## config.mk

```make
export PLATFORM = sky130hd
export DESIGN_NAME = uart_rx_deserializer
export DESIGN_NICKNAME = d
export VERILOG_FILES = /design/src/rtl/uart_rx_deserializer.sv
export SDC_FILE = /design/constraint.sdc
export NUM_CORES = 1
export LEC_CHECK = 0
export ABC_AREA = 1
export CAP_MARGIN = 40
export CORE_ASPECT_RATIO = 0.8
export CORE_MARGIN = 2
export CORE_UTILIZATION = 40
export DETAILED_ROUTE_END_ITERATION = 7
export HOLD_SLACK_MARGIN = 0.08
export PLACE_DENSITY = 0.63
export SYNTH_ARGS = -nofsm -noshare
export SYNTH_HDL_FRONTEND = slang
export SYNTH_SLANG_ARGS = --single-unit
```

## constraint.sdc

```tcl
create_clock -name clk -period 1.8 [get_ports clk]
set_input_delay 0.36 -clock clk [delete_from_list [all_inputs] [get_ports clk]]
set_output_delay 0.36 -clock clk [all_outputs]
set_load 0.01 [all_outputs]
```

## src/rtl/uart_rx_deserializer.sv

```systemverilog
// UART receive deserializer: synchronizes the serial line, frames 8N1 bytes
// sampled at mid-bit, and reports good bytes and framing errors as one-cycle pulses.
module uart_rx_deserializer #(
  parameter int CLKS_PER_BIT = 10417,
  parameter int CNT_W        = 14
) (
  input  logic             clk,
  input  logic             rst_n,
  input  logic             rx_serial,
  output logic [7:0]       rx_data,
  output logic             rx_valid,
  output logic             frame_err,
  output logic             busy,
  output logic [CNT_W-1:0] counter
);

  localparam logic [CNT_W-1:0] HALF_M1 = CNT_W'(CLKS_PER_BIT / 2 - 1);
  localparam logic [CNT_W-1:0] LAST    = CNT_W'(CLKS_PER_BIT - 1);

  typedef enum logic [2:0] {
    IDLE,
    START,
    DATA,
    STOP,
    BRK_WAIT
  } state_t;

  state_t           state, state_next;
  logic             sync_ff1, rx_s;
  logic [2:0]       bit_idx, bit_idx_next;
  logic [7:0]       shift_reg, shift_next;
  logic [7:0]       data_next;
  logic [CNT_W-1:0] counter_next;
  logic             valid_next, ferr_next;

  // Synchronizer resets high so a reset never looks like a start edge.
  always_ff @(posedge clk or negedge rst_n) begin
    if (!rst_n) begin
      sync_ff1  <= 1'b1;
      rx_s      <= 1'b1;
      state     <= IDLE;
      counter   <= '0;
      bit_idx   <= '0;
      shift_reg <= '0;
      rx_data   <= '0;
      rx_valid  <= 1'b0;
      frame_err <= 1'b0;
    end else begin
      sync_ff1  <= rx_serial;
      rx_s      <= sync_ff1;
      state     <= state_next;
      counter   <= counter_next;
      bit_idx   <= bit_idx_next;
      shift_reg <= shift_next;
      rx_data   <= data_next;
      rx_valid  <= valid_next;
      frame_err <= ferr_next;
    end
  end

  always_comb begin
    state_next   = state;
    counter_next = counter + CNT_W'(1);
    bit_idx_next = bit_idx;
    shift_next   = shift_reg;
    data_next    = rx_data;
    valid_next   = 1'b0;
    ferr_next    = 1'b0;

    unique case (state)
      IDLE: begin
        counter_next = '0;
        if (!rx_s) state_next = START;
      end

      // Half a period in, the start bit must still be low or it was a glitch.
      START: begin
        if (counter == HALF_M1) begin
          counter_next = '0;
          if (!rx_s) begin
            state_next   = DATA;
            bit_idx_next = '0;
          end else begin
            state_next = IDLE;
          end
        end
      end

      DATA: begin
        if (counter == LAST) begin
          counter_next = '0;
          shift_next   = {rx_s, shift_reg[7:1]};
          if (bit_idx == 3'd7) state_next = STOP;
          else                 bit_idx_next = bit_idx + 3'd1;
        end
      end

      // Leaving mid stop bit lets a back-to-back start edge be caught.
      STOP: begin
        if (counter == LAST) begin
          counter_next = '0;
          if (rx_s) begin
            data_next  = shift_reg;
            valid_next = 1'b1;
            state_next = IDLE;
          end else begin
            ferr_next  = 1'b1;
            state_next = BRK_WAIT;
          end
        end
      end

      BRK_WAIT: begin
        counter_next = '0;
        if (rx_s) state_next = IDLE;
      end

      default: begin
        counter_next = '0;
        state_next   = IDLE;
      end
    endcase
  end

  assign busy = (state != IDLE);

endmodule

```

==> Word level (Yosys, flattened, before mapping) <==
Index checks and enable logic that the tools add are counted.
{ "classes": {"n_mux": 23, "reduce_logical": 8, "add_sub_neg": 2, "eq_ne": 15} }
{ "ops": {"columns": ["cell", "n"], "rows": [
  ["two-way mux 3 bit", 11],
  ["two-way mux 14 bit", 2],
  ["case mux 14 bit (2 select lines)", 1],
  ["!= test 2 bit, second input constant", 8],
  ["case mux 3 bit (5 select lines)", 1],
  ["adder 14 x 1 -> 14 bit, second input constant", 1],
  ["== test 14 x 13 -> 1 bit, second input constant", 1],
  ["== test 14 bit, second input constant", 1],
  ["== test 3 x 2 -> 1 bit, second input constant", 2],
  ["== test 3 bit, second input constant", 2],
  ["two-way mux 1 bit", 6],
  ["case mux 3 bit (2 select lines)", 1],
  ["AND reduction 6 bit", 1],
  ["AND reduction 5 bit", 1],
  ["adder 3 x 1 -> 3 bit, second input constant", 1],
  ["== test 3 x 1 -> 1 bit, second input constant", 1],
  ["zero test 3 bit", 1],
  ["AND reduction 3 bit", 1],
  ["nonzero test 3 bit", 1],
  ["two-way mux 2 bit", 1],
  ["AND reduction 2 bit", 1],
  ["nonzero test 2 bit", 1],
  ["OR reduction 2 bit", 1]
]} }
{ "totals": {"ff_bits": 40, "word_cells": 57} }

==> Longest topological paths before layout <==
{ "logic_depth": {"ltp_word": 4, "mapped_depth": 12} }

==> Worst setup path after synthesis <==
Ideal clock, no wire load.
{ "synth_path": {"kind": "register to register", "start": "register counter[0]", "end": "register rx_data[0]", "setup_ns": 0.117, "path_stages_with_launch": 13, "t_arrival_ns": 1.403, "path_slack_ns": 0.281, "period_less_slack_ns": 1.519, "path_cell_list": "dfrtp_1 inv_1 ha_1 inv_1 nor2_1 nand2_1 nor2_1 nand2_2 buf_6 inv_2 nand3b_4 nand2_1 nand2_1"} }
{ "synth_between": {"elab_chain_len": 2} }
{ "synth_lines": {"columns": ["item", "line", "rtl"], "rows": [
  ["start, declared", "14", "output logic [CNT_W-1:0] counter"],
  ["start signal, assigned", "52", "counter <= counter_next;"],
  ["== test 14 bit", "100", "if (counter == LAST) begin"],
  ["AND reduction 3 bit (no line)", null, null],
  ["end signal, assigned", "55", "rx_data <= data_next;"],
  ["end, declared", "10", "output logic [7:0] rx_data,"]
]} }
Every way passes these cells.
A chain may end at the register's enable or synchronous reset.

==> Worst setup path in the final report <==
{ "layout_path": {"start": "register counter[10]", "end": "output port counter[10]"} }
No word-level cell between the ends.

==> out/qor.yml <==
placement:
  pre_cts_ws_ps: 122.3
  place_area_mm2: 0.002336
  portBuffers: 27
  placedCellCount: 325
  gp_congestion: 0.7999
  hpwl_um: 2816
cells_and_area:
  area_growth_pct: 25.61
  final_common_cell: "nand2_1"
  finalNetCount: 282
  final_cells: 336
  drive_gt1_frac: 0.1377
  layout_common_cells: "nand2_1 (75), dfrtp_1 (35), nor2_1 (32)"
  largest_register_ff_count: 14
  n_fill_cell: 435
  fin_area_mm2: 0.002510
  antenna_cells: 0
routing:
  drc: 0
  drt_first_iter_violations: 82
  firstDrtPassIters: 4
  antenna_left: 0
  wire_per_inst_um: 11.60
  routed_wl_um: 3897
  vias_per_cell: 4.661
  vias: 1566
clocking:
  cts.clk_slew.worst_paths_ps: 80
  clk_latency_ps: 300
  clock-root-buffer: "clkbuf_8"
  numCtsBuffers: 5
  cts_buffer_depth: 2
  cts.sinks: 40
  h-tree-depth: 2
  cts_tree: "yes"
setup_path:
  required_ps: 1440
  crit_path_start_kind: "flip-flop"
  crit_type: "reg2out"
  r2r_slack_ps: 190
  path_cells: "clkdlybuf4s50_1"
  critPathCaptureType: "output port"
  slowest_delay_ps: 590
  path_delay_family: "buffers and inverters"
  crit_fanout: 6
  cp.arrival_ps: 1370
  path_buf_inv: 1
  slowest_stage: "clkdlybuf4s50_1"
global_routing:
  antenna_found_initial: 0
  grt_max_degree: 41
  grt.total_usage: 0.1553
  grt_pass1_vias: 1438
  grt_pass1_wl_um: 6741
  overflow: 0
die:
  die_h_um: 67.22
  start_util: 0.4245
  core-area_mm2: 0.004707
  die-area_mm2: 0.005580
  num_rows: 22
  die_w_um: 83.02
  ioPinCount: 28
sta:
  period_share: 0.9612
  drv_slew: 0
  skew_ps: 7.163
  whs_ps: 359.0
  worst_pin_slew_ps: 314.5
  layout_min_cycle_time_ps: 1730
  max_freq_mhz: 578.0
  slew_headroom: 0.7889
  fin_ws_ps: 69.84
  setup_viol: 0
  hold_viol_final: 0
  rsz0062_at_grt: "yes"
job:
  maxCapViolations: 0
synthesis:
  synth.area.top_cells: "dfrtp_1 (48%), nand2_1 (14%), nor2_1 (6.2%)"
  yosysWarnings: 0
  synth-seq-cells: 40
  syn_inst: 240
  synth_top_area_frac: 0.4759
  ys.flop_type: "dfrtp_1"
  synth_cell_types: 27
  avgSynthCellArea_um2: 8.326
  async_flop_share: 1.000
  synth-compound-area-share: 0.03131
  synth_nets: 247
  synth_largest_area_cell: "dfrtp_1"
  synth_seq_area_share: 0.5022
  synth.cell_area_mm2: 0.001998
  yosys.area_share.simple: 0.3325
  synth_top_family_by_area: "simple AND/OR/NAND/NOR gates"
  synth_enable_flop_cells: 0
  synthXorXnorAreaFrac: 0.03945
  synthAdderAreaFrac: 0.02505
  muxShareOfSynthArea: 0
power:
  power_density_mw_per_mm2: 678.8
  total_leakage_power_uw: 0.001239
  p_total_uw: 1704
  ir_drop_v: 0.0004416
hold_path:
  min_path_type: "reg2reg"
outcome:
  status: "completed"
synth_stat cells, types with 3 or more instances:
cell / count
buf_2: 3
nand2_2: 3
nor3_1: 3
xor2_1: 5
xnor2_1: 4
nand3_1: 11
ha_1: 4
dfrtp_1: 38
inv_1: 18
nand4_1: 9
inv_2: 7
nand2_1: 75
nor2_1: 33
o21ai_1: 8
metal layers:
metal | vias to the layer above | track usage | routed length [um]
met5 | - | 0 | 0
met4 | 0 | 0.06762 | 72
met3 | 7 | 0.03912 | 157
met2 | 29 | 0.2218 | 1556
met1 | 706 | 0.2246 | 2110
li1 | 824 | - | -
where the power goes:
part	total (uW)	internal, uW	switching, uW
registers	906	902	3.63
clock network	767	453	314
logic	31.1	9.74	21.4
total	1700	1360	339
layout make-up:
cell class | count | area, um^2 | share of cell area
Tap cell | 60 | 75.07 | 0.02991
Inverter | 27 | 103.9 | 0.04138
Clock inverter | 2 | 38.79 | 0.01545
Clock buffer | 6 | 82.58 | 0.03290
Sequential cell | 40 | 1007 | 0.4013
Timing Repair Buffer | 32 | 332.8 | 0.1326
Multi-Input combinational cell | 169 | 869.6 | 0.3465
metrics by stage:
stage	utilization	setup TNS (ps)
5_1_grt	0.5332	-1.315
3_3_place_gp	0.4963	0
3_5_place_dp	0.4963	0
4_1_cts	0.5250	0
6_report	0.5332	0
2_1_floorplan	-	0
what timing repair did:
| item | 4_1_cts | 5_1_grt |
|---|---|---|
| cloned | 0 | 1 |
| setup buffers | 0 | 1 |
| hold buffers | 1 | 0 |
| endpoints found under the hold margin | 38 | 0 |
| gates resized for setup | 4 | 3 |
| pin swaps | 0 | 2 |
| endpoints found under the setup margin | 1 | 20 |
path summary, 6_finish.rpt:
path                                        from                       end  cells after the start
max                        counter[10]$_DFF_PN0_               counter[10]                      1
min                           sync_ff1$_DFF_PN1_            rx_s$_DFF_PN1_                      0
max reg2reg                 counter[0]$_DFF_PN0_  shift_reg[6]$_DFFE_PN0P_                     11
min reg2reg                   sync_ff1$_DFF_PN1_            rx_s$_DFF_PN1_                      0
max in group asynchronous                  rst_n        sync_ff1$_DFF_PN1_                      3
min in group asynchronous                  rst_n      counter[0]$_DFF_PN0_                      3
logic make-up after synthesis:
group                      Yosys count
xor gates and xnor gates             9
buffers and inverters               32
and+or+nand+nor                    143
DFF                                 40
AOI/OAI and AO/OA                   12
adders and majority gates            4
(Power assumes the default switching activity.)
